$ cat src/rtl/chess_pkg.sv
// Shared definitions for the chess clock turn sequencer.
//   state_e : game state encoding, also driven out on STATE for display/debug
//   side_e  : which player's chain resumes after a pause
//   MOVE_W_DEF : default width of the completed-move counter
package chess_pkg;

  localparam int unsigned MOVE_W_DEF = 8;

  typedef enum logic [2:0] {
    ST_IDLE   = 3'd0,
    ST_RUN_A  = 3'd1,
    ST_RUN_B  = 3'd2,
    ST_PAUSED = 3'd3,
    ST_FLAG   = 3'd4
  } state_e;

  typedef enum logic {
    SIDE_A = 1'b0,
    SIDE_B = 1'b1
  } side_e;

endpackage

$ cat src/rtl/btn_edge.sv
// Rising-edge press detector for one synchronised button level.
//   CLK   : system clock
//   CLR_N : asynchronous active-low reset (clears the prev register)
//   LEVEL : synchronised button level
//   PRESS : high for the single cycle where LEVEL=1 and the previous sample was 0
module btn_edge (
  input  logic CLK,
  input  logic CLR_N,
  input  logic LEVEL,
  output logic PRESS
);

  logic prev_q;

  always_ff @(posedge CLK or negedge CLR_N) begin
    if (!CLR_N) begin
      prev_q <= 1'b0;
    end else begin
      prev_q <= LEVEL;
    end
  end

  assign PRESS = LEVEL & ~prev_q;

endmodule

$ cat src/rtl/chess_clock_ctrl.sv
// Chess clock turn sequencer: owns the game state, gates the 1 Hz tick into
// the running player's counter chain, detects time-out and counts moves.
//   CLK, CLR_N           : clock, asynchronous active-low reset
//   TICK                 : one-cycle 1 Hz time-base pulse
//   BTN_A/B/PAUSE/RST    : synchronised button levels
//   ZERO_A, ZERO_B       : chain all-zero indications
//   CE_A, CE_B           : chain enables (running side)
//   TICK_A, TICK_B       : gated decrement pulses
//   LOAD                 : one-cycle reload pulse after a new-game press
//   PAUSED               : high while paused
//   FLAG_A, FLAG_B       : player ran out of time
//   STATE                : encoded state
//   MOVES                : completed moves, saturating
module chess_clock_ctrl
  import chess_pkg::*;
#(
  parameter int unsigned MOVE_W = MOVE_W_DEF
) (
  input  logic              CLK,
  input  logic              CLR_N,
  input  logic              TICK,
  input  logic              BTN_A,
  input  logic              BTN_B,
  input  logic              BTN_PAUSE,
  input  logic              BTN_RST,
  input  logic              ZERO_A,
  input  logic              ZERO_B,
  output logic              CE_A,
  output logic              CE_B,
  output logic              TICK_A,
  output logic              TICK_B,
  output logic              LOAD,
  output logic              PAUSED,
  output logic              FLAG_A,
  output logic              FLAG_B,
  output logic [2:0]        STATE,
  output logic [MOVE_W-1:0] MOVES
);

  logic press_a, press_b, press_pause, press_rst;

  btn_edge u_edge_a     (.CLK(CLK), .CLR_N(CLR_N), .LEVEL(BTN_A),     .PRESS(press_a));
  btn_edge u_edge_b     (.CLK(CLK), .CLR_N(CLR_N), .LEVEL(BTN_B),     .PRESS(press_b));
  btn_edge u_edge_pause (.CLK(CLK), .CLR_N(CLR_N), .LEVEL(BTN_PAUSE), .PRESS(press_pause));
  btn_edge u_edge_rst   (.CLK(CLK), .CLR_N(CLR_N), .LEVEL(BTN_RST),   .PRESS(press_rst));

  state_e            state_q, state_d;
  side_e             side_q, side_d;
  logic [MOVE_W-1:0] moves_q, moves_d;
  logic              flag_a_q, flag_a_d;
  logic              flag_b_q, flag_b_d;
  logic              load_q, load_d;
  logic [MOVE_W-1:0] moves_inc;

  // Saturating increment: a switch at full count leaves the counter alone.
  assign moves_inc = (moves_q == '1) ? moves_q : moves_q + MOVE_W'(1);

  always_ff @(posedge CLK or negedge CLR_N) begin
    if (!CLR_N) begin
      state_q  <= ST_IDLE;
      side_q   <= SIDE_A;
      moves_q  <= '0;
      flag_a_q <= 1'b0;
      flag_b_q <= 1'b0;
      load_q   <= 1'b0;
    end else begin
      state_q  <= state_d;
      side_q   <= side_d;
      moves_q  <= moves_d;
      flag_a_q <= flag_a_d;
      flag_b_q <= flag_b_d;
      load_q   <= load_d;
    end
  end

  always_comb begin
    state_d  = state_q;
    side_d   = side_q;
    moves_d  = moves_q;
    flag_a_d = flag_a_q;
    flag_b_d = flag_b_q;
    load_d   = 1'b0;

    if (press_rst) begin
      state_d  = ST_IDLE;
      moves_d  = '0;
      flag_a_d = 1'b0;
      flag_b_d = 1'b0;
      load_d   = 1'b1;
    end else begin
      unique case (state_q)
        ST_IDLE: begin
          // Pressing your own button hands the clock to the opponent.
          if (press_a && !press_b) begin
            state_d = ST_RUN_B;
          end else if (press_b && !press_a) begin
            state_d = ST_RUN_A;
          end
        end
        ST_RUN_A: begin
          if (TICK && ZERO_A) begin
            state_d  = ST_FLAG;
            flag_a_d = 1'b1;
          end else if (press_pause) begin
            state_d = ST_PAUSED;
            side_d  = SIDE_A;
          end else if (press_a) begin
            state_d = ST_RUN_B;
            moves_d = moves_inc;
          end
        end
        ST_RUN_B: begin
          if (TICK && ZERO_B) begin
            state_d  = ST_FLAG;
            flag_b_d = 1'b1;
          end else if (press_pause) begin
            state_d = ST_PAUSED;
            side_d  = SIDE_B;
          end else if (press_b) begin
            state_d = ST_RUN_A;
            moves_d = moves_inc;
          end
        end
        ST_PAUSED: begin
          if (press_pause) begin
            state_d = (side_q == SIDE_A) ? ST_RUN_A : ST_RUN_B;
          end
        end
        ST_FLAG: begin
          state_d = ST_FLAG;
        end
        default: begin
          state_d = ST_IDLE;
        end
      endcase
    end
  end

  assign CE_A   = (state_q == ST_RUN_A);
  assign CE_B   = (state_q == ST_RUN_B);
  // The tick that causes time-out is withheld so the chain holds 0:00.
  assign TICK_A = TICK & CE_A & ~ZERO_A;
  assign TICK_B = TICK & CE_B & ~ZERO_B;
  assign PAUSED = (state_q == ST_PAUSED);
  assign LOAD   = load_q;
  assign FLAG_A = flag_a_q;
  assign FLAG_B = flag_b_q;
  assign STATE  = state_q;
  assign MOVES  = moves_q;

endmodule

$ cat config.mk
export PLATFORM = sky130hd
export DESIGN_NAME = chess_clock_ctrl
export DESIGN_NICKNAME = d
export VERILOG_FILES = /design/src/rtl/chess_pkg.sv /design/src/rtl/btn_edge.sv /design/src/rtl/chess_clock_ctrl.sv
export SDC_FILE = /design/constraint.sdc
export NUM_CORES = 1
export LEC_CHECK = 0
export BUFFER_PORTS_ARGS = -buffer_cell sky130_fd_sc_hd__buf_2
export CAP_MARGIN = 20
export CORE_ASPECT_RATIO = 0.9
export CORE_UTILIZATION = 52
export DETAILED_ROUTE_END_ITERATION = 16
export GPL_TIMING_DRIVEN = 0
export HOLD_SLACK_MARGIN = 0.1
export PLACE_DENSITY = 0.79
export SLEW_MARGIN = 20
export SYNTH_ARGS = -nofsm -noshare
export SYNTH_HDL_FRONTEND = slang
export SYNTH_SLANG_ARGS = --single-unit
$ cat constraint.sdc
create_clock -name CLK -period 2.05 [get_ports CLK]
set_input_delay 0.41 -clock CLK [delete_from_list [all_inputs] [get_ports CLK]]
set_output_delay 0.41 -clock CLK [all_outputs]
set_load 0.03 [all_outputs]
# After elaboration in Yosys (flattened, before gate mapping)
# Index checks and enable logic that the tools add are counted.
# totals
in_bits	9
regBits	19
mem_count	0
ram_bits	0
rom_bits	0
latch_bits	0
word_cells	96
# op_classes
eq_ne	19
n_reduce_logical	18
mux	33
multipliers	0
div	0
bitwise	15
add_sub_neg	1
shift	0
n_lt_le_gt_ge	0
# op_table
op	n
8-bit 2-to-1 mux	8
3-bit 2-to-1 mux	10
8-bit one-hot mux with 2 select lines	1
3-bit one-hot mux with 5 select lines	1
1-bit 2-to-1 mux	11
5-bit by 1-bit inequality test with 1-bit output, second input constant	2
2-bit nonzero test	5
3-bit by 1-bit inequality test with 1-bit output, second input constant	3
8-bit by 1-bit adder with 8-bit output, second input constant	1
1-bit AND	8
8-bit == test, second input constant	1
1-bit inverter	7
7-bit AND reduction	1
3-bit by 2-bit == test with 1-bit output, second input constant	2
3-bit by 2-bit inequality test with 1-bit output, second input constant	2
3-bit inequality test, second input constant	2
6-bit AND reduction	1
1-bit logical AND	4
2-bit by 1-bit inequality test with 1-bit output, second input constant	2
2-bit inequality test, second input constant	2
4-bit inequality test, second input constant	1
2-bit AND reduction	2
4-bit AND reduction	1
3-bit by 1-bit == test with 1-bit output, second input constant	1
6 further kinds	7

# Logic depth before layout (Yosys ltp)
# Gate-level depths: netlist of run 1.
# logic_depth
word_depth	8
ltp_mapped	7
depth_no_buf	6

# Hierarchy
# From an unflattened synthesis of run 1, not the netlist that was laid out.
# hier_totals
hier_cells	110
hier_area_um2	1081.0
# modules_own_cells
module	cells_per_inst	seq_area_each_um2	area_each_um2	instances
chess_clock_ctrl	102	375.4	925.9	1
btn_edge	2	25.0	38.8	4

# Worst setup path after synthesis of run 1
# OpenSTA, ideal clock, no wires.
# synth_path
path_type	flip-flop to flip-flop
start	register state_q[0] (netlist: STATE[0])
end	register moves_q[7] (netlist: MOVES[7])
t_arrival_ns	2.069
path_slack_ns	-0.145
stages_incl_launch_ff	7
n_path_buf	1
cell_sequence	dfrtp_1 -> buf_6 -> nor3b_4 -> and3_1 -> nor2_1 -> or4b_1 -> mux2i_1
# synth_via
elab_chain_cells	3
word_cells_on_any_way	12
# synth_rtl
item	line	rtl
start: declaration	chess_clock_ctrl.sv:47	state_e state_q, state_d;
start signal: assignment	chess_clock_ctrl.sv:67	state_q <= state_d;
3-bit by 2-bit == test with 1-bit output (*)	--	
via CE_B	chess_clock_ctrl.sv:29	output logic CE_B,
3-bit inequality test (no line) (tied with other cells)	--	
7-bit AND reduction (no line) / 8-bit 2-to-1 mux (equally long branches)	--	
end signal: assignment	chess_clock_ctrl.sv:69	moves_q <= moves_d;
end: declaration	chess_clock_ctrl.sv:49	logic [MOVE_W-1:0] moves_q, moves_d;
# Mark *: on every way through the listed nets, which the timed path passes. The rest lies on a longest branch.
# A chain may end at the register's enable or synchronous reset.

# Final worst setup path of run 1
# layout_path
start	register state_q[2] (netlist: STATE[2])
end	register moves_q[7] (netlist: MOVES[7])
# layout_via
elab_chain_cells	3
word_cells_on_any_way	12
# layout_rtl
item	line	rtl
3-bit by 2-bit == test with 1-bit output / 3-bit by 1-bit == test with 1-bit output (equally long branches)	chess_clock_ctrl.sv:91	unique case (state_q)
3-bit inequality test (no line) (tied with other cells)	--	
7-bit AND reduction (no line) / 8-bit 2-to-1 mux (equally long branches)	--	
# Parallel ways exist; a longest one is shown, timed or not.

==> results.sh, run 1 <==
export IMPL_min_to="u_edge_b.prev_q"
export IMPL_nNetsFinal=162
export IMPL_hpwl_um=1940
export IMPL_setup_worst_path_class="flip-flop to flip-flop"
export IMPL_clock_path_buffers=2
export IMPL_grt_start_max_net_pins=20
export IMPL_hold_path_startpoint="BTN_B"
export IMPL_slew_headroom_pct=67.6
export IMPL_hold_path_class="input port to flip-flop"
export IMPL_cts_root_buf="clkbuf_4"
export IMPL_drv_slew=0
export IMPL_vdd_ir_drop_max_mv=0.604
export IMPL_rsz0062_at_grt="no"
export IMPL_yosysSeqAreaShare_pct=42.2
export IMPL_final_core_utilization_pct=69.0
export IMPL_finClkSkew_ps=7.03
export IMPL_gp_congestion=0.843
export IMPL_ys_ff_latch=19
export IMPL_area_growth_pct=20.7
export IMPL_cp_start_kind="flip-flop"
export IMPL_synthesis_nets=128
export IMPL_wire_per_inst_um=15.0
export IMPL_crit_required_ps=2250
export IMPL_pin_count=28
export IMPL_grt_ovfl_total=0
export IMPL_num_vias=1065
export IMPL_worst_slew_pin_slew_ps=486
export IMPL_slowest_stage="dfrtp_1"
export IMPL_synth_cell_area_um2=1130
export IMPL_finalCritPeriodShare_pct=96.1
export IMPL_ys_flop_type="dfrtp_1"
export IMPL_leakage_nw=0.669
export IMPL_viasPerCell=6.05
export IMPL_crit_fanout=7
export IMPL_setup_violations=0
export IMPL_clk_latency_ps=310
export IMPL_drc=0
export IMPL_cp_top_family="simple AND/OR/NAND/NOR gates"
export IMPL_status="finished clean"
export IMPL_yosysUniqueCellTypes=42
export IMPL_wirelength_um=2640
export IMPL_r2r_cells=5
export IMPL_critPathBufInv=0
export IMPL_synth_edf_count=0
export IMPL_max_stage_delay_ps=520
export IMPL_r2r_end="MOVES[7]"
export IMPL_drtIter0Drc=36
export IMPL_dr_pass1_iters=4
export IMPL_grt_pass1_wl_um=4100
export IMPL_period_needed_ps=1970
export IMPL_critical_path_cell_chain="nor3b_4 > and3_1 > nor2_1 > or4b_1 > mux2i_1"
export IMPL_cts_made_buffers=3
export IMPL_hold_viol=0
export IMPL_rows=15
export IMPL_place_ws_ps=17.0
export IMPL_coreArea_um2=1970
export IMPL_ys_warn_count=0
export IMPL_synth_cells=118
export IMPL_drive_gt1_share_pct=28.5
export IMPL_power_density_nw_per_um2=999
export IMPL_grt_antenna_before_repair=0
export IMPL_power_w=0.00136
export IMPL_diodes=0
export IMPL_r2r_start="STATE[2]"
export IMPL_die_x_um=51.1
export IMPL_ys_async_sr_fraction_pct=100
export IMPL_tritoncts="built"
export IMPL_chipHeight_um=46.1
export IMPL_syn_area_per_cell_um2=9.54
export IMPL_setup_slack_ps=79.9
export IMPL_clk_pin_slew_worst_paths_ps=110
export IMPL_fmax_mhz=508
export IMPL_timing_hold_ws_ps=215
export IMPL_r2r_setup_slack_ps=80
export IMPL_grt_usage_pct=24.2
export IMPL_htreeDepth=1
export IMPL_hold_depth=1
export IMPL_postRouteAntennaNets=0
export IMPL_endpoint_kind="flip-flop"
export IMPL_io_buffers=27
export IMPL_drv_cap=0
export IMPL_dieArea_um2=2360
export IMPL_initial_utilization_pct=57.1
export IMPL_cts_sinks=19
export IMPL_grt_pass1_vias=893
export IMPL_cp_arrival_ps=2170
state kept, by name, indices dropped and copies added, names as in the netlist:
register / flops
u_edge_b.prev_q: 1
STATE: 3
u_edge_pause.prev_q: 1
side_q: 1
u_edge_a.prev_q: 1
FLAG_B: 1
MOVES: 8
FLAG_A: 1
u_edge_rst.prev_q: 1
LOAD: 1
per-layer routing:
layer  vias to the layer above  track usage [%]  routed length, um
met5                         -                0                  0
met1                       498             31.3               1190
met3                         4             7.26                210
li1                        512                -                  -
met2                        51             39.2               1220
met4                         0             7.78                 17
how the worst max path moves through the flow:
stage | from | endpoint | cells past startpoint
global route | STATE[0] | STATE[1] | 5
global placement | BTN_RST | side_q | 8
finish | STATE[2] | MOVES[7] | 5
floorplan | STATE[2] | STATE[0] | 5
CTS | STATE[1] | STATE[0] | 6
detailed placement | BTN_RST | side_q | 8
layout by cell type (no fill, tap or decap), drive strengths merged, types with 2 or more instances in the layout:
| master | instances |
|---|---|
| clkbuf | 6 |
| or4 | 2 |
| mux2 | 2 |
| nand2b | 3 |
| a21oi | 10 |
| dfrtp | 19 |
| nand4 | 3 |
| nor3b | 2 |
| and2 | 3 |
| o21ai | 6 |
| and4b | 2 |
| and3 | 4 |
| nor2b | 3 |
| nor2 | 9 |
| nor3 | 3 |
| and3b | 5 |
| nand2 | 12 |
| inv | 3 |
| a31oi | 2 |
| buf | 30 |
| nor4b | 2 |
| o31ai | 2 |
what timing repair did:
action	in CTS	in global routing
gates resized for setup	0	7
hold buffers	1	0
setup endpoints to repair	0	6
endpoints found under the hold margin	19	0
setup buffers	0	2
where the power goes:
group	total (W)	leakage [nW]	internal [W]	switching, W
logic	0.000633	0.405	0.000251	0.000382
clock network	0.000199	0.0150	0.0000761	0.000122
registers	0.000527	0.249	0.000433	0.0000933
total	0.00136	0.669	0.000760	0.000598
Yosys cell counts, types with 2 or more instances:
cell type	number	area (um2)
and2_1	3	18.8
and3_1	4	25.0
a21oi_1	10	50.1
buf_2	2	10.0
a31oi_1	2	12.5
and3b_1	5	43.8
mux2_1	2	22.5
dfrtp_1	19	475
nor2b_1	3	18.8
o31ai_1	2	15.0
nand2b_1	3	18.8
and4b_1	2	20.0
nor2_1	9	33.8
o21ai_0	6	30.0
or4_1	2	15.0
nand4_1	3	18.8
inv_1	3	11.3
nand2_1	12	45.0
nor3_1	3	15.0
stage by stage:
| step | TNS [ps] | area (um2) | std cells |
|---|---|---|---|
| 6_report | 0 | 1360 | 176 |
| 5_1_grt | 0 | 1360 | 176 |
| 4_1_cts | 0 | 1330 | 175 |
| 3_5_place_dp | 0 | 1300 | 170 |
| 3_3_place_gp | 0 | 1300 | 170 |
| 2_1_floorplan | -70.3 | 1130 | 118 |
layout make-up:
type | instances | area, um2
well taps | 25 | 31.3
clock buffers | 4 | 26.3
repair buffers | 30 | 166
inverters | 4 | 15.0
fillers | 166 | 612
flip-flops and latches | 19 | 477
multi-input cells | 91 | 627
plain buffers | 3 | 16.3
cells by family after synthesis:
logic type               Yosys count  share of synthesized area (%)
AO/OA/AOI/OAI                     30                           17.7
multiplexers                       3                           2.89
flip-flops                        19                           42.2
adder cells (fa/ha/maj)            1                           1.11
buffers and inverters              8                           3.55
AND/OR/NAND/NOR                   57                           32.6
No activity file was read; power rests on OpenSTA's default activity.
==> run 2, diff against run 1 <==
--- a/config.mk
+++ b/config.mk
@@ -7,12 +7,14 @@
 export LEC_CHECK = 0
 export BUFFER_PORTS_ARGS = -buffer_cell sky130_fd_sc_hd__buf_2
 export CAP_MARGIN = 20
-export CORE_ASPECT_RATIO = 0.9
-export CORE_UTILIZATION = 52
+export CELL_PAD_IN_SITES_DETAIL_PLACEMENT = 2
+export CELL_PAD_IN_SITES_GLOBAL_PLACEMENT = 2
+export CORE_ASPECT_RATIO = 1.1
+export CORE_UTILIZATION = 31
 export DETAILED_ROUTE_END_ITERATION = 16
 export GPL_TIMING_DRIVEN = 0
 export HOLD_SLACK_MARGIN = 0.1
-export PLACE_DENSITY = 0.79
+export PLACE_DENSITY = 0.78
 export SLEW_MARGIN = 20
 export SYNTH_ARGS = -nofsm -noshare
 export SYNTH_HDL_FRONTEND = slang
==> run 2 against run 1 <==
Die area rose by 65%. Maximum frequency is 0.40% lower. Critical path depth increased by 1. Flip-flop and latch count is the same. Critical endpoint is now STATE[0]. Largest power group unchanged. Non-clock buffer count did not move.
==> results.sh, run 2 (synthesis results as in run 1) <==
export IMPL_cp_arrival_ps=2170
export IMPL_viasPerCell=5.47
export IMPL_cp_start_kind="flip-flop"
export IMPL_largest_reg_flops=8
export IMPL_grt_start_max_net_pins=20
export IMPL_clock_path_buffers=2
export IMPL_min_to="u_edge_b.prev_q"
export IMPL_wire_per_inst_um=17.4
export IMPL_drtIter0Drc=28
export IMPL_p_int_w=0.000781
export IMPL_coreArea_um2=3410
export IMPL_die_x_um=59.5
export IMPL_hold_path_startpoint="BTN_B"
export IMPL_cts_root_buf="clkbuf_4"
export IMPL_num_vias=1088
export IMPL_crit_fanout=10
export IMPL_hold_path_class="input port to flip-flop"
export IMPL_drive_gt1_share_pct=32.5
export IMPL_gp_congestion=0.748
export IMPL_drv_cap=0
export IMPL_power_share_switching_pct=44.7
export IMPL_rows=22
export IMPL_grt_pass1_wl_um=5640
export IMPL_layout_commonest_cell="buf_2"
export IMPL_cts_made_buffers=3
export IMPL_grt_pass1_vias=1169
export IMPL_vdd_ir_drop_max_mv=0.336
export IMPL_critPathLaunch="STATE[0]"
export IMPL_leakage_nw=0.674
export IMPL_period_needed_ps=1980
export IMPL_postRouteAntennaNets=0
export IMPL_tritoncts="built"
export IMPL_clk_latency_ps=300
export IMPL_grt_usage_pct=19.3
export IMPL_htreeDepth=1
export IMPL_seqPwrFrac_pct=36.3
export IMPL_place_area_um2=1330
export IMPL_endpoint_kind="flip-flop"
export IMPL_hpwl_um=2500
export IMPL_grt_antenna_before_repair=0
export IMPL_power_density_nw_per_um2=1010
export IMPL_crit_required_ps=2240
export IMPL_r2r_setup_slack_ps=70
export IMPL_dieArea_um2=3880
export IMPL_hold_depth=1
export IMPL_initial_utilization_pct=33.0
export IMPL_r2r_start="STATE[0]"
export IMPL_r2r_end="STATE[0]"
export IMPL_power_switching_w=0.000632
export IMPL_r2r_cells=6
export IMPL_grt_ovfl_total=0
export IMPL_pin_count=28
export IMPL_diodes=0
export IMPL_chipHeight_um=65.2
export IMPL_fmax_mhz=506
export IMPL_setup_violations=0
export IMPL_drc=0
export IMPL_status="finished clean"
export IMPL_dr_pass1_iters=4
export IMPL_clk_pin_slew_worst_paths_ps=120
export IMPL_stdcell_area_um2=1400
export IMPL_setup_worst_path_class="flip-flop to flip-flop"
export IMPL_finalCritPeriodShare_pct=96.5
export IMPL_drv_slew=0
export IMPL_timing_hold_ws_ps=218
export IMPL_finClkSkew_ps=8.91
export IMPL_wirelength_um=3460
export IMPL_worst_slew_pin_slew_ps=457
export IMPL_io_buffers=27
export IMPL_slew_headroom_pct=69.3
export IMPL_area_growth_pct=24.3
export IMPL_cts_sinks=19
export IMPL_mostFrequentLayoutCells="27 x buf_2, 16 x dfrtp_1, 12 x nand2_1"
export IMPL_p_comb_share_pct=49.3
export IMPL_final_core_utilization_pct=41.0
export IMPL_clkPwrFrac_pct=14.4
export IMPL_hold_viol=0
export IMPL_nNetsFinal=162
export IMPL_nFillCells=408
==> run 2: layout make-up <==
| class | instances | area (um2) | area share, % |
|---|---|---|---|
| multi-input combinational | 91 | 631 | 45.0 |
| sequential | 19 | 479 | 34.2 |
| timing repair buffer | 29 | 155 | 11.1 |
| tap | 48 | 60.1 | 4.29 |
| buffer | 4 | 28.8 | 2.06 |
| clock buffer | 3 | 22.5 | 1.61 |
| inverter | 4 | 18.8 | 1.34 |
| clock inverter | 1 | 5.00 | 0.357 |
==> run 2: power groups by stage <==
stage          logic (W)  registers [W]  clock network (W)
6_report        0.000697       0.000513           0.000203
5_1_grt         0.000756       0.000525           0.000230
4_1_cts         0.000677       0.000507           0.000212
3_5_place_dp    0.000653       0.000507                  0
3_3_place_gp    0.000626       0.000502                  0
2_1_floorplan   0.000381       0.000584                  0
==> run 2: worst max-delay path by stage <==
stage / to / slack (ps) / depth (start not counted)
floorplan: STATE[0] / -30 / 5
global placement: side_q / -50 / 8
detailed placement: side_q / -150 / 8
CTS: TICK_A / 20 / 3
global route: MOVES[7] / -10 / 6
finish: STATE[0] / 70 / 6
==> run 2: timing repair <==
| item | CTS | global route |
|---|---|---|
| hold buffers | 1 | 0 |
| pin swaps | 0 | 2 |
| setup endpoints to repair | 3 | 8 |
| hold endpoints to repair | 19 | 0 |
| buffers inserted | 0 | 1 |
| gates resized for setup | 3 | 9 |
==> run 2: critical path, stage by stage, from the launching register on <==
cell and delay (ps):
dfrtp_2 440, buf_6 140, nor2b_2 170, and2_4 160, or3_1 380, o221ai_2 240
mux2_1 340
==> run 2: through the flow <==
| step | power, W | std cells | worst slack (ps) | setup TNS (ps) |
|---|---|---|---|---|
| 2_1_floorplan | 0.000966 | 118 | -25.0 | -70.3 |
| 3_3_place_gp | 0.00113 | 193 | -53.7 | -53.7 |
| 3_5_place_dp | 0.00116 | 193 | -150 | -315 |
| 4_1_cts | 0.00140 | 198 | 22.4 | 0 |
| 5_1_grt | 0.00151 | 199 | -14.6 | -35.6 |
| 6_report | 0.00141 | 199 | 71.9 | 0 |
==> run 2: per-layer routing <==
metal  wire, um  part of all wire (%)  global-route usage (%)  vias to the layer above
li1           -                     -                       -                      510
met1       1480                    43                    24.5                      556
met2       1850                    53                    33.6                       20
met3        103                   3.0                    2.36                        2
met4         23                  0.66                    5.36                        0
met5          0                     0                       0                        -
==> run 3, diff against run 2 <==
--- a/config.mk
+++ b/config.mk
@@ -18,4 +18,5 @@
 export SLEW_MARGIN = 20
 export SYNTH_ARGS = -nofsm -noshare
 export SYNTH_HDL_FRONTEND = slang
+export SYNTH_HIERARCHICAL = 1
 export SYNTH_SLANG_ARGS = --single-unit
==> constraint.sdc (replaced) <==
create_clock -name CLK -period 2.05 [get_ports CLK]
set_input_delay 0.41 -clock CLK [delete_from_list [all_inputs] [get_ports CLK]]
set_output_delay 0.41 -clock CLK [all_outputs]
set_load 0.01 [all_outputs]
==> run 3 against run 2 <==
The run now ends with negative setup slack left. Register-to-register slack got worse by 120 ps. Critical path type unchanged. Via count fell by 6.3%. Largest cell class unchanged. Die area fell by 3.9%. Clock-buffer cell count did not move. Routed wire length fell by 7.6%. First-iteration DRC count rose by 14%. Setup slack got worse by 120 ps. Highest routed layer unchanged.
==> results.sh, run 3 <==
export IMPL_status="complete, but fails checks"
export IMPL_failed_checks="negative setup slack"
export IMPL_nFillCells=378
export IMPL_dieArea_um2=3730
export IMPL_yosysUniqueCellTypes=42
export IMPL_hold_depth=1
export IMPL_htreeDepth=1
export IMPL_layoutNonFillerInstCount=196
export IMPL_grt_antenna_before_repair=0
export IMPL_tritoncts="built"
export IMPL_cts_sinks=19
export IMPL_fmax_mhz=476
export IMPL_viasPerCell=5.20
export IMPL_clk_latency_ps=300
export IMPL_grt_usage_pct=18.7
export IMPL_drtIter0Drc=32
export IMPL_wirelength_um=3200
export IMPL_power_density_nw_per_um2=909
export IMPL_synth_cells=110
export IMPL_synth_cell_area_um2=1080
export IMPL_pin_count=28
export IMPL_yosysSeqAreaShare_pct=44.0
export IMPL_die_x_um=58.3
export IMPL_crit_required_ps=2290
export IMPL_netlist_area_leader_share_pct=44.0
export IMPL_setup_worst_path_class="flip-flop to flip-flop"
export IMPL_endpoint_kind="flip-flop"
export IMPL_postRouteAntennaNets=0
export IMPL_setup_violations=1
export IMPL_yosysTopAreaCell="dfrtp_1"
export IMPL_synthTopCellsByCount="19 x dfrtp_1, 13 x nor2_1, 8 x nand2_1"
export IMPL_r2r_setup_slack_ps=-50
export IMPL_drv_slew=0
export IMPL_io_buffers=27
export IMPL_initial_utilization_pct=32.5
export IMPL_clk_pin_slew_worst_paths_ps=120
export IMPL_grt_start_max_net_pins=20
export IMPL_drive_gt1_share_pct=43.2
export IMPL_slew_headroom_pct=66.8
export IMPL_drc=0
export IMPL_num_vias=1019
export IMPL_wire_per_inst_um=16.3
export IMPL_nNetsFinal=159
export IMPL_ys_ff_latch=19
export IMPL_rsz0062_at_grt="yes"
export IMPL_setup_slack_ps=-51.3
export IMPL_crit_fanout=5
export IMPL_synthesis_nets=120
export IMPL_worst_slew_pin_slew_ps=494
export IMPL_ys_flop_type="dfrtp_1"
export IMPL_gp_congestion=0.728
export IMPL_chipHeight_um=63.9
export IMPL_largest_reg_flops=8
export IMPL_area_growth_pct=33.3
export IMPL_mostFrequentLayoutCells="28 x buf_2, 15 x dfrtp_1, 13 x nor2_1"
export IMPL_syn_area_per_cell_um2=9.83
export IMPL_clock_path_buffers=2
export IMPL_crit_path_end="MOVES[7]"
export IMPL_hold_path_class="input port to flip-flop"
export IMPL_cp_arrival_ps=2340
export IMPL_r2r_cells=6
export IMPL_vdd_ir_drop_max_mv=0.403
export IMPL_drv_cap=0
export IMPL_grt_ovfl_total=0
export IMPL_finClkSkew_ps=4.68
export IMPL_critPathLaunch="MOVES[1]"
export IMPL_rows=22
export IMPL_dr_pass1_iters=3
export IMPL_layout_commonest_cell="buf_2"
export IMPL_ys_async_sr_fraction_pct=100
export IMPL_coreArea_um2=3330
export IMPL_hpwl_um=2370
export IMPL_hold_viol=0
export IMPL_cts_made_buffers=3
export IMPL_cts_root_buf="clkbuf_4"
export IMPL_leakage_nw=0.673
export IMPL_place_inst=185
export IMPL_ys_warn_count=6
export IMPL_grt_pass1_vias=1132
export IMPL_power_w=0.00131
export IMPL_cp_start_kind="flip-flop"
export IMPL_synth_most_common_cell="dfrtp_1"
export IMPL_finalCritPeriodShare_pct=103
export IMPL_period_needed_ps=2100
export IMPL_place_ws_ps=-187
export IMPL_synth_area_top_cells="dfrtp_1 44%, nor2b_4 5.1%, nor2_1 4.5%, a21oi_1 2.8%, nand2_1 2.8%"
export IMPL_synth_edf_count=0
export IMPL_grt_pass1_wl_um=5270
export IMPL_r2r_start="MOVES[1]"
export IMPL_r2r_end="MOVES[7]"
export IMPL_diodes=0
export IMPL_final_core_utilization_pct=43.3
==> run 3: worst min-delay path by stage <==
stage / slack [ps] / startpoint / end
2_1_floorplan: 110 / CLR_N / FLAG_A
3_3_place_gp: 390 / CLR_N / STATE[1]
3_5_place_dp: 390 / CLR_N / STATE[1]
4_1_cts: 210 / BTN_B / u_edge_b/prev_q
5_1_grt: 210 / BTN_B / u_edge_b/prev_q
6_report: 220 / BTN_B / u_edge_b/prev_q
==> run 3: kinds of logic (layout without fill, tap and decap cells) <==
family                     after synthesis  after routing  synth area share, %
and+or+nand+nor                         55             55                 30.8
AOI/OAI and AO/OA                       22             22                 13.9
buffers and inverters                    6             44                 3.93
DFF                                     19             19                 44.0
xor gates and xnor gates                 4              4                 3.24
adders and majority gates                1              1                 1.16
muxes                                    3              3                 3.01
==> run 3: cell type report <==
cell class	instances	area (um2)	share of cell area, %
clock inverter	1	5.00	0.347
clock buffer	3	22.5	1.56
timing repair buffer	35	198	13.7
sequential	19	480	33.3
buffer	3	30.0	2.08
inverter	2	7.51	0.521
multi-input combinational	85	638	44.3
tap	48	60.1	4.17
==> run 3: what timing repair did <==
| item | in CTS | in global routing |
|---|---|---|
| setup endpoints to repair | 7 | 6 |
| resized for setup | 3 | 9 |
| hold endpoints to repair | 19 | 0 |
| pin swaps | 0 | 2 |
| hold buffers | 1 | 0 |
| setup buffers | 2 | 5 |
==> run 3: per-layer routing <==
metal  track usage, %  part of all wire [%]  routed length, um
met5                0                     0                  0
met1             19.7                    39               1260
met2             36.2                    57               1820
met4             7.44                   1.1                 36
met3             2.23                   2.7                 86
==> run 3: worst max-delay path, stage by stage (launching register included) <==
cell and delay (ps):
dfrtp_2 450, ha_4 170, and3_4 140, a211o_1 290
or3_4 380, or4_4 490, a21oi_2 120
==> run 3: per-stage QoR <==
step,TNS [ps],instance area [um2],hold WS [ps]
after floorplan,-63.4,1110,114
after global placement,-197,1300,387
after detailed placement,-302,1300,388
after CTS,-79.6,1360,210
after global routing,-252,1440,209
final,-51.3,1440,217
==> run 3: power by group <==
part | internal, W | switching [W] | total, W
registers | 0.000434 | 0.0000666 | 0.000500
clock network | 0.0000728 | 0.000125 | 0.000198
logic | 0.000287 | 0.000324 | 0.000612
